**src/rtl/ordenador_pkg.sv**
```systemverilog
// Shared definitions for the sequential bubble sorter: FSM encoding and the
// width helpers used for the swap counter and the index/pass counters.
package ordenador_pkg;

  typedef enum logic [1:0] {
    CARGA  = 2'd0,
    ORDENA = 2'd1,
    ENVIA  = 2'd2
  } estado_t;

  // Index counters address 0..n-1; at least one bit even for tiny n.
  function automatic int idx_w(input int n);
    return (n > 2) ? $clog2(n) : 1;
  endfunction

  function automatic int trocas_w(input int n);
    return $clog2((n * (n - 1)) / 2 + 1);
  endfunction

endpackage

```
**src/rtl/comparador4bit_behav.sv**
```systemverilog
// Behavioural 4-bit unsigned magnitude comparator; exactly one of
// maior/menor/igual is high for any pair of operands.
module comparador4bit_behav (
  input  logic [3:0] a,
  input  logic [3:0] b,
  output logic       maior,
  output logic       menor,
  output logic       igual
);

  // Magnitude decode of the two operands.
  always_comb begin
    maior = 1'b0;
    menor = 1'b0;
    igual = 1'b0;
    if (a > b) begin
      maior = 1'b1;
    end else if (a < b) begin
      menor = 1'b1;
    end else begin
      igual = 1'b1;
    end
  end

endmodule

```
**src/rtl/ordenador_seq.sv**
```systemverilog
// Sequential bubble sorter: loads N 4-bit values, sorts them in place with one
// shared comparator over exactly N(N-1)/2 cycles, then streams them out.
module ordenador_seq
  import ordenador_pkg::*;
#(
  parameter int N           = 4,
  parameter bit DESCENDENTE = 1'b0
) (
  input  logic                   clk,
  input  logic                   rst_n,
  input  logic [3:0]             in_dado,
  input  logic                   in_valid,
  output logic                   in_ready,
  output logic [3:0]             out_dado,
  output logic                   out_valid,
  input  logic                   out_ready,
  output logic                   ocupado,
  output logic [trocas_w(N)-1:0] trocas
);

  localparam int IW = idx_w(N);
  localparam int TW = trocas_w(N);

  estado_t          state_r;
  estado_t          state_nxt_s;
  logic [3:0]       mem_r [N];
  logic [IW-1:0]    idx_r;
  logic [IW-1:0]    j_r;
  logic [IW-1:0]    lim_r;
  logic [IW-1:0]    k_r;
  logic [TW-1:0]    trocas_r;

  logic [IW-1:0]    j_nxt_s;
  logic [3:0]       a_s;
  logic [3:0]       b_s;
  logic             maior_s;
  logic             menor_s;
  logic             igual_s;
  logic             troca_s;
  logic             fim_passo_s;
  logic             in_hs_s;
  logic             out_hs_s;

  assign j_nxt_s     = j_r + IW'(1);
  assign a_s         = mem_r[j_r];
  assign b_s         = mem_r[j_nxt_s];
  // Equal operands never swap, which keeps the sort stable.
  assign troca_s     = DESCENDENTE ? menor_s : maior_s;
  assign fim_passo_s = (j_nxt_s == lim_r);
  assign in_hs_s     = in_valid && (state_r == CARGA);
  assign out_hs_s    = out_ready && (state_r == ENVIA);

  comparador4bit_behav u_cmp (
    .a     (a_s),
    .b     (b_s),
    .maior (maior_s),
    .menor (menor_s),
    .igual (igual_s)
  );

  assign in_ready  = (state_r == CARGA);
  assign out_valid = (state_r == ENVIA);
  assign ocupado   = (state_r == ORDENA) || (state_r == ENVIA);
  assign out_dado  = mem_r[k_r];
  assign trocas    = trocas_r;

  // FSM state register.
  always_ff @(posedge clk or negedge rst_n) begin
    if (!rst_n) begin
      state_r <= CARGA;
    end else begin
      state_r <= state_nxt_s;
    end
  end

  // Next-state decode.
  always_comb begin
    state_nxt_s = state_r;
    case (state_r)
      CARGA: begin
        if (in_hs_s && (idx_r == IW'(N - 1))) begin
          state_nxt_s = ORDENA;
        end else begin
          state_nxt_s = CARGA;
        end
      end
      ORDENA: begin
        if (fim_passo_s && (lim_r == IW'(1))) begin
          state_nxt_s = ENVIA;
        end else begin
          state_nxt_s = ORDENA;
        end
      end
      ENVIA: begin
        if (out_hs_s && (k_r == IW'(N - 1))) begin
          state_nxt_s = CARGA;
        end else begin
          state_nxt_s = ENVIA;
        end
      end
      default: state_nxt_s = CARGA;
    endcase
  end

  // Element storage, counters and swap tally.
  always_ff @(posedge clk or negedge rst_n) begin
    if (!rst_n) begin
      for (int i = 0; i < N; i++) begin
        mem_r[i] <= 4'd0;
      end
      idx_r    <= '0;
      j_r      <= '0;
      lim_r    <= IW'(N - 1);
      k_r      <= '0;
      trocas_r <= '0;
    end else begin
      case (state_r)
        CARGA: begin
          if (in_hs_s) begin
            mem_r[idx_r] <= in_dado;
            if (idx_r == '0) begin
              trocas_r <= '0;
            end
            if (idx_r == IW'(N - 1)) begin
              idx_r <= '0;
              j_r   <= '0;
              lim_r <= IW'(N - 1);
            end else begin
              idx_r <= idx_r + IW'(1);
            end
          end
        end
        ORDENA: begin
          // Two write ports: both neighbours update on the same edge.
          if (troca_s) begin
            mem_r[j_r]     <= b_s;
            mem_r[j_nxt_s] <= a_s;
            trocas_r       <= trocas_r + TW'(1);
          end
          if (fim_passo_s) begin
            j_r   <= '0;
            lim_r <= lim_r - IW'(1);
          end else begin
            j_r <= j_nxt_s;
          end
        end
        ENVIA: begin
          if (out_hs_s) begin
            if (k_r == IW'(N - 1)) begin
              k_r <= '0;
            end else begin
              k_r <= k_r + IW'(1);
            end
          end
        end
        default: begin
          k_r <= '0;
        end
      endcase
    end
  end

endmodule

```
**config.mk**
```make
export PLATFORM = sky130hd
export DESIGN_NAME = ordenador_seq
export DESIGN_NICKNAME = d
export VERILOG_FILES = /design/src/rtl/ordenador_pkg.sv /design/src/rtl/comparador4bit_behav.sv /design/src/rtl/ordenador_seq.sv
export SDC_FILE = /design/constraint.sdc
export NUM_CORES = 1
export LEC_CHECK = 0
export BUFFER_PORTS_ARGS = -buffer_cell sky130_fd_sc_hd__clkbuf_2
export CAP_MARGIN = 40
export CORE_AREA = 8 8 76 78
export CTS_BUF_LIST = sky130_fd_sc_hd__clkbuf_8
export DETAILED_ROUTE_END_ITERATION = 8
export DIE_AREA = 0 0 84 86
export PLACE_DENSITY = 0.67
export SYNTH_ARGS = -nofsm -noshare
export SYNTH_HDL_FRONTEND = slang
export SYNTH_SLANG_ARGS = --single-unit
```
**constraint.sdc**
```tcl
create_clock -name clk -period 7.8 [get_ports clk]
set_input_delay 0 -clock clk [delete_from_list [all_inputs] [get_ports clk]]
set_output_delay 0 -clock clk [all_outputs]
set_load 0.1 [all_outputs]
```
## Word level (Yosys, flattened, before mapping)

Index checks and enable logic that the tools add are counted.

- Bits in registers: 29
- Logic and storage cells: 101

- Add/subtract/negate cells: 5
- Magnitude comparators: 8
- Equal/unequal tests: 12
- Muxes and demuxes: 42
- Bitwise operators: 5
- Reduce and logical (&&, ||, !) cells: 19

Operators by type and width:

| kind | count |
|---|---|
| bitwise mux 16 bit | 3 |
| 2-to-1 mux 4 bit | 9 |
| 2-to-1 mux 16 bit | 2 |
| one-hot mux 16 bit (2 select lines) | 1 |
| binary-select mux 4 bit (select 2 bit) | 3 |
| demux 4 bit (select 2 bit) | 3 |
| 2-to-1 mux 2 bit | 11 |
| greater-or-equal comparator 3 bit, second input constant | 4 |
| NOT 2 -> 3 bit | 4 |
| one-hot mux 2 bit (2 select lines) | 3 |
| < comparator 3 x 1 -> 1 bit, second input constant | 3 |
| 2-to-1 mux 3 bit | 3 |
| logical AND 1 bit | 8 |
| inequality test 2 x 1 -> 1 bit, second input constant | 4 |
| AND reduction 4 bit | 2 |
| adder 2 x 1 -> 2 bit, second input constant | 3 |
| == test 2 bit, second input constant | 3 |
| one-hot mux 2 bit (3 select lines) | 1 |
| one-hot mux 3 bit (2 select lines) | 1 |
| AND reduction 3 bit | 2 |
| == test 2 x 1 -> 1 bit, second input constant | 2 |
| greater-than comparator 4 bit | 1 |
| logical NOT 2 bit | 2 |
| inequality test 2 bit, second input constant | 2 |
| other kinds (9) | 11 |

## Depth between registers and ports, before layout

Gate-level depths: netlist of the first run.

- Word-level depth: 9
- Gate-level depth with buffers: 14
- Mapped depth without buffers: 10

## Cells and area by module

From an unflattened synthesis of the first run, not the netlist that was laid out.

- Cell total of the unflattened synthesis: 241
- Area total of the unflattened synthesis: 2,442.3 µm²

By module, submodules not included:

| module | times used | cells an instance | area an instance (µm²) | seq. area each (µm²) |
|---|---|---|---|---|
| ordenador_seq | 1 | 225 | 2,316.0 | 728.2 |
| comparador4bit_behav | 1 | 16 | 126.4 | 0.0 |

## Worst setup path before layout of the first run

OpenSTA, ideal clock, no wires.

- Kind: reg2reg
- From: reg j_r[0]
- To: reg mem_r[10] in the netlist's numbering
- Data arrival time: 3.389 ns
- Slack: 4.286 ns
- Cell stages (with the launch flop): 14
- Path buffers: 3
- Period minus slack after synthesis: 3.514 ns
- Cells stage by stage: dfrtp_1 -> buf_2 -> inv_1 -> ha_1 -> buf_2 -> mux4_2 -> inv_1 -> ha_1 -> and2_4 -> and4_1 -> a211o_1 -> buf_6 -> a211oi_4 -> mux2_2

- Cells in the longest elaborated chain, start to end: 9

RTL lines:

| element | line | source |
|---|---|---|
| from (decl) | ordenador_seq.sv:28 | `logic [IW-1:0] j_r;` |
| from (signal assigned) | ordenador_seq.sv:144 | `j_r <= j_nxt_s;` |
| adder 2 x 1 -> 2 bit or NOT 2 -> 3 bit (tied branches) | ordenador_seq.sv:44, ordenador_seq.sv:45, ordenador_seq.sv:136 |  |
| NOT 2 -> 3 bit (implied by the code) (tied with other cells) | ordenador_seq.sv:46, ordenador_seq.sv:137 |  |
| binary-select mux 4 bit (select 2 bit) (tied with other cells) | ordenador_seq.sv:46 | `assign b_s = mem_r[j_nxt_s];` |
| 2-to-1 mux 4 bit (implied by the code) (tied with other cells) (2 in a row) | ordenador_seq.sv:46 |  |
| greater-than comparator 4 bit (tied with other cells) | comparador4bit_behav.sv:16 | `if (a > b) begin` |
| 2-to-1 mux 1 bit or bitwise mux 16 bit (tied branches) | comparador4bit_behav.sv:16, ordenador_seq.sv:137 |  |
| inequality test 2 bit (no line) or 2-to-1 mux 16 bit (tied branches) | -- |  |
| AND reduction 3 bit (no line) or one-hot mux 16 bit (2 select lines) (tied branches) | -- |  |
| to (signal, indexed assignment) | ordenador_seq.sv:120 | `mem_r[idx_r] <= in_dado;` |
| to (signal, indexed assignment) | ordenador_seq.sv:136 | `mem_r[j_r] <= b_s;` |
| to (signal, indexed assignment) | ordenador_seq.sv:137 | `mem_r[j_nxt_s] <= a_s;` |
| to (decl) | ordenador_seq.sv:26 | `logic [3:0] mem_r [N];` |

Several ways; a longest one is shown, not always the timed one. The select of a mux whose other input is x is not followed.
A chain may end at the register's enable or synchronous reset.

## Final worst setup path of the first run

- From: reg j_r[0]
- To: reg mem_r[13] in the netlist's numbering

The elaborated chain is that of the path after synthesis.

==> metrics.txt, run 1 <==
Total GRT Usage=16.6%; crit-path max cell delay=720 ps; placed wire-length estimate=4280 µm; Seq cells post-synth=29; # DRC=0; Area growth syn-to-layout=10.5%; element type at the critical path end=register; DRT Pass-1 Iters=5; final WL=5790 µm; vias post-DR=1855; critical path cell sequence=inv_1, ha_1, mux4_2, inv_1, ha_1, and2_4, and4_1, a211o_1, a211oi_4, mux2_2; share of cells above drive strength 1=23.3%; Worst Reg-to-Reg Cells=10; RSZ-0062 raised after global routing=no; Mapped Area=0.00224 mm²; sequential-to-total area share from yosys stat=32.6%; status=finished clean; Die Y-Extent=86 µm; Routed Antenna Nets=0; pin count of the biggest net entering global routing=35; gpl congestion=1.00; Worst R2R End=mem_r[13]; via count of the first global-routing pass=1857; fin crit share=51.9%; Final Hold Violating Endpoints=0; synth warn=0; total negative setup slack=0 ps; H-tree depth=2; CTS sink count=29; XOR/XNOR share of the synthesized area=1.17%; largest family of logic cells by synthesized area=compound AO/OA/AOI/OAI gates; nets=262; Min-Delay Path Depth=3; Adder-Cell Fraction of Synth Area=10.6%; n_diodes=0; crit path DAT=4210 ps; WS Path Type=reg -> reg; type of the most critical hold path=in -> reg; Post-synth top flop=dfrtp_1; internal reg-to-reg setup slack=3750 ps; TritonCTS buffer count=5; syn avg cell area=10.2 µm²; Fmax=247 MHz; Hold Path End=k_r[0]; CP top delay family=multiplexers; CTS tree=built; maximum fanout along the worst path=19; worst slew pin tran=750 ps; Max Slew Vio Count=0; Finished Layout Cells=290; total gr overflow=0; number of fillers in the final layout=398; Reg area=728 µm²; Post-CTS Setup Bufs=0; multi-input logic area=0.00140 mm²; Synthesized Nets=247; Worst path depth=10; Worst Min Path Start=out_ready; placed insts=281; row count=25; Initial Utilization=48.7%; # setup viols final=0; die area=0.00722 mm²; Post-synth EDFFs=0; initial drt markers=305; Util after Layout=53.7%; R2R Path Start=j_r[0]; Worst-Skew Late Latency=280 ps; floorplan core area=0.00460 mm²; share of synthesized registers carrying an async set or reset=100%; Power Density=467 mW/mm²; Max clock buf depth=2; P_leak=0.00106 µW; initial antenna violation count=0; Slowest cell on crit path=dfrtp_1; Die Width=84 µm; Setup Skew=1.97 ps; buffers plus inverters on the worst setup path=2; Slew HR=50.0%; Cells after Synth=220; post-synth cell types=37; multiplexer share of the synthesized area=18.6%; first-pass GRT wire length=9720 µm; maximum vdd drop=0.000256 V; vias per std cell=6.40; crit path time final=4050 ps; startpoint types=register; Root Buffer=clkbuf_8; Synth Area in Compound Gates=21.4%; DR WL/cell=20.0 µm; WP data required=7960 ps; Reg clk slew, reported paths=60 ps; IO Port Bufs=17; max_cap viols=0; simple-gate area share of the yosys netlist=10.9%; cts repair resizes=0; I/O pin total=18
-- cells in the final DEF, fill, tap and decap left out, types with 2 or more instances in the layout --
| cell type | instances |
|---|---|
| o31ai_1 | 8 |
| nand3b_1 | 2 |
| nand3_1 | 9 |
| xor2_1 | 2 |
| nor2b_1 | 3 |
| nand2_1 | 18 |
| inv_1 | 15 |
| clkbuf_8 | 6 |
| nor2_1 | 16 |
| a31oi_1 | 7 |
| o22ai_1 | 2 |
| dfrtp_1 | 27 |
| a32oi_1 | 11 |
| a21oi_1 | 5 |
| ha_1 | 19 |
| mux4_2 | 12 |
| a211oi_4 | 2 |
| dfstp_2 | 2 |
| clkbuf_2 | 17 |
| mux2_2 | 12 |
| a32o_1 | 6 |
| o21ai_0 | 18 |
-- tightest hold or removal path, stage by stage --
cell and delay (ps):
clkbuf_2 100, nand3_1 100, o31ai_1 70
-- state kept, by name, summed over array words and instances, names as in the netlist --
register  count
trocas        3
j_r           2
state_r       2
lim_r         2
mem_r        16
idx_r         2
k_r           2
-- cell usage after synthesis, types with 3 or more instances --
| cell type | number | area share (%) |
|---|---|---|
| clkbuf_1 | 7 | 1.2 |
| mux4_2 | 12 | 12 |
| mux2_2 | 12 | 6.0 |
| nand3_1 | 9 | 2.0 |
| a31oi_1 | 7 | 2.0 |
| a32oi_1 | 11 | 4.3 |
| o31ai_1 | 8 | 2.7 |
| o21ai_0 | 18 | 4.0 |
| nor2_1 | 16 | 2.7 |
| nor2b_1 | 3 | 0.84 |
| dfrtp_1 | 27 | 30 |
| ha_1 | 19 | 11 |
| a21oi_1 | 5 | 1.1 |
| a32o_1 | 6 | 2.7 |
| inv_1 | 14 | 2.3 |
| buf_2 | 3 | 0.67 |
| nand2_1 | 18 | 3.0 |
-- what timing repair did --
item                                    CTS  global route
hold buffers                              1             0
endpoints found under the hold margin    27             0
endpoints found under the setup margin    0             0
-- where the power goes --
group	internal (µW)	switching, µW	leakage (µW)
clock network	103	59.0	0.0000626
logic	239	469	0.000615
registers	208	75.9	0.000383
-- layer usage --
| layer | wire [µm] | global-route usage [%] |
|---|---|---|
| met1 | 2560 | 22.9 |
| met2 | 2650 | 25.4 |
| met3 | 484 | 3.89 |
| met4 | 95 | 4.55 |
| met5 | 0 | 0 |
-- layout make-up --
| cell class | instances | share of cell area [%] |
|---|---|---|
| well taps | 54 | 2.73 |
| flip-flops and latches | 29 | 29.5 |
| inverters | 15 | 2.28 |
| repair buffers | 19 | 4.15 |
| multi-input cells | 165 | 56.7 |
| clock buffers | 6 | 3.34 |
| clock inverters | 2 | 1.37 |
-- stage by stage --
step                total power [µW]  hold slack (ps)  instance area [µm²]  setup slack (ps)
floorplan                        847             -296                 2240              4290
CTS                             1150             31.4                 2470              3770
global placement                 972             89.0                 2340              3870
global route                    1230             69.4                 2470              3510
detailed placement               983              100                 2340              3770
finish                          1150             29.5                 2470              3750
-- kinds of logic (layout without fill, tap and decap cells) --
kind of cell / count (synthesis) / in the layout
AO/OA/AOI/OAI: 65 / 65
XOR/XNOR: 3 / 3
adder cells (fa/ha/maj): 19 / 19
buffers and inverters: 26 / 42
flip-flops: 29 / 29
multiplexers: 25 / 25
AND/OR/NAND/NOR: 53 / 53
-- worst max-delay path by stage --
stage                 from   endpoint  slack, ps
global route        j_r[0]  mem_r[10]       3510
CTS                 j_r[0]  mem_r[12]       3770
detailed placement  j_r[0]  mem_r[13]       3770
global placement    j_r[0]   mem_r[8]       3870
floorplan           j_r[0]  mem_r[10]       4290
finish              j_r[0]  mem_r[13]       3750
No activity file was read; power rests on OpenSTA's default activity.
==> run 2, diff against run 1 <==
ABC_AREA = 1   (was unset)
CORE_AREA = 8 8 81 83   (was 8 8 76 78)
DIE_AREA = 0 0 89 91   (was 0 0 84 86)
PLACE_DENSITY = 0.69   (was 0.67)
clock period = 3.65 ns   (was 7.8 ns; I/O delays follow)
==> run 2 against run 1 <==
Effect of this change: wire length increased by 24%; die area increased by 12%; clock skew grew 4.9 ps; fmax grew 43%; sequential cell count is the same; core utilization shrank 1.3 points; critical path depth grew 5; final cell count grew 63%; non-clock buffer count rose by 1; via count is 40% higher; register-to-register slack worse by 2900 ps; worst setup slack got worse by 2900 ps.
==> metrics.txt, run 2 <==
maximum fanout along the worst path=8; Reg clk slew, reported paths=70 ps; worst slew pin tran=751 ps; sequential-to-total area share from yosys stat=28.4%; fin crit share=77.4%; total negative setup slack=0 ps; DRT Pass-1 Iters=5; commonest non-fill, non-tap cells in the layout=nand2_1, nand3_1, dfrtp_1; CTS tree=built; cts repair resizes=0; Area growth syn-to-layout=9.02%; Routed Antenna Nets=0; Final Hold Violating Endpoints=0; most common cell after layout, fill and taps aside=nand2_1; Largest Register=mem_r; WS Path Type=reg -> reg; Post-synth EDFFs=0; Die Y-Extent=91 µm; max reg flops=16; startpoint types=register; Post-synth top flop=dfrtp_1; Total GRT Usage=18.5%; Max clock buf depth=2; # setup viols final=0; vias per std cell=5.48; type of the most critical hold path=in -> reg; via count of the first global-routing pass=2435; # DRC=0; first-pass GRT wire length=11600 µm; syn avg cell area=6.72 µm²; top area cells in the synthesized netlist=dfrtp_1, nand2_1, nand3_1; n_diodes=0; max_cap viols=0; Setup Skew=6.90 ps; share of synthesized registers carrying an async set or reset=100%; initial antenna violation count=0; IO Port Bufs=17; CTS sink count=29; status=finished clean; Initial Utilization=48.1%; crit path setup slack, layout=823 ps; worst slack at placement=863 ps; final WL=7180 µm; Slew HR=49.9%; H-tree depth=2; TritonCTS buffer count=5; gpl congestion=0.990; synth warn=0; cts hold-fix bufs=1; share of cells above drive strength 1=13.9%; element type at the critical path end=register; total gr overflow=0; Worst-Skew Late Latency=280 ps; floorplan core area=0.00534 mm²; Mapped Area=0.00257 mm²; die area=0.00810 mm²; vias post-DR=2596; placed wire-length estimate=5520 µm; CP most frequent cell=nand2_1; area leader, netlist=dfrtp_1; RSZ-0062 raised after global routing=no; Root Buffer=clkbuf_8; most frequent cell after synthesis=nand2_1; I/O pin total=18; Synthesized Nets=409; crit path DAT=3000 ps; post-synth cell types=31; WP data required=3820 ps; row count=27; crit path time final=2830 ps; critical path cell sequence=inv_1, ha_1, inv_1, nand3_1, nand2_1, ha_1, nand2_1, inv_1, nand2_1, nand2_1, nand2_1, nand2_2, nand3_2, nand2_1, o21ai_1; Post-CTS Setup Bufs=0; crit-path max cell delay=510 ps; pin count of the biggest net entering global routing=31; top cells by instance count after synthesis=nand2_1, nand3_1, dfrtp_1, inv_1, o21ai_0; Max Slew Vio Count=0; Fmax=354 MHz; initial drt markers=284; nets=428; Cells after Synth=382; DR WL/cell=15.1 µm; Die Width=89 µm; top-area cell type share of the netlist area=26.3%; Seq cells post-synth=29; Slowest cell on crit path=ha_1
## run 2: cell families (layout without fill, tap and decap cells)
family                     count (synthesis)  after routing  synth area share (%)
buffers and inverters                     35             55                  7.55
and+or+nand+nor                          258            258                  46.0
adders and majority gates                 19             19                  9.26
AOI/OAI and AO/OA                         38             38                  7.80
DFF                                       29             29                  28.4
xor gates and xnor gates                   3              3                  1.02
## run 2: worst paths after layout
path                                  from         to  slack [ps]  depth (start not counted)
worst max-delay path                j_r[1]   mem_r[1]         820                         15
worst min-delay path            in_dado[3]  mem_r[15]          80                          5
worst max register to register      j_r[1]   mem_r[1]         820                         15
worst min register to register    lim_r[1]   lim_r[1]         510                          2
max in group asynchronous            rst_n   mem_r[8]        2840                          2
min in group asynchronous            rst_n     k_r[0]         320                          2
## run 2: per-stage QoR
stage                     hold WS [ps]  util, %  area, µm²  std cells
after floorplan                   -296        -       2570        382
after detailed placement          97.7     50.1       2670        465
after global placement            99.8     50.1       2670        465
after global routing               110     52.4       2800        474
after CTS                         70.1     52.4       2800        474
final                             78.7     52.4       2800        474
## run 2: critical path, delay by kind of cell, from the launching register on
family / cells / cell delay [ps]
compound gates: 1 / 70
fa+ha+maj: 2 / 800
buf+inv: 3 / 400
flops: 1 / 490
simple gates: 9 / 950
## run 2: area by class of cell
cell class                      count  area (µm²)
Clock buffer                        6        82.6
Clock inverter                      2        33.8
Fill cell                         553        2540
Inverter                           27         109
Multi-Input combinational cell    318        1650
Sequential cell                    29         728
Tap cell                           72        90.1
Timing Repair Buffer               20         110
## run 2: layer usage
layer  up-vias  track usage, %  share of wire, %
met5         -               0                 0
met4         0            9.43               3.2
met3        27            3.69               7.8
met2       122            27.1                44
met1      1175            24.7                45
li1       1272               -                 -
Power of run 2 is left out: the tool's default activity adds up to more than one toggle a clock period on the data nets, which glitch-free logic cannot reach.
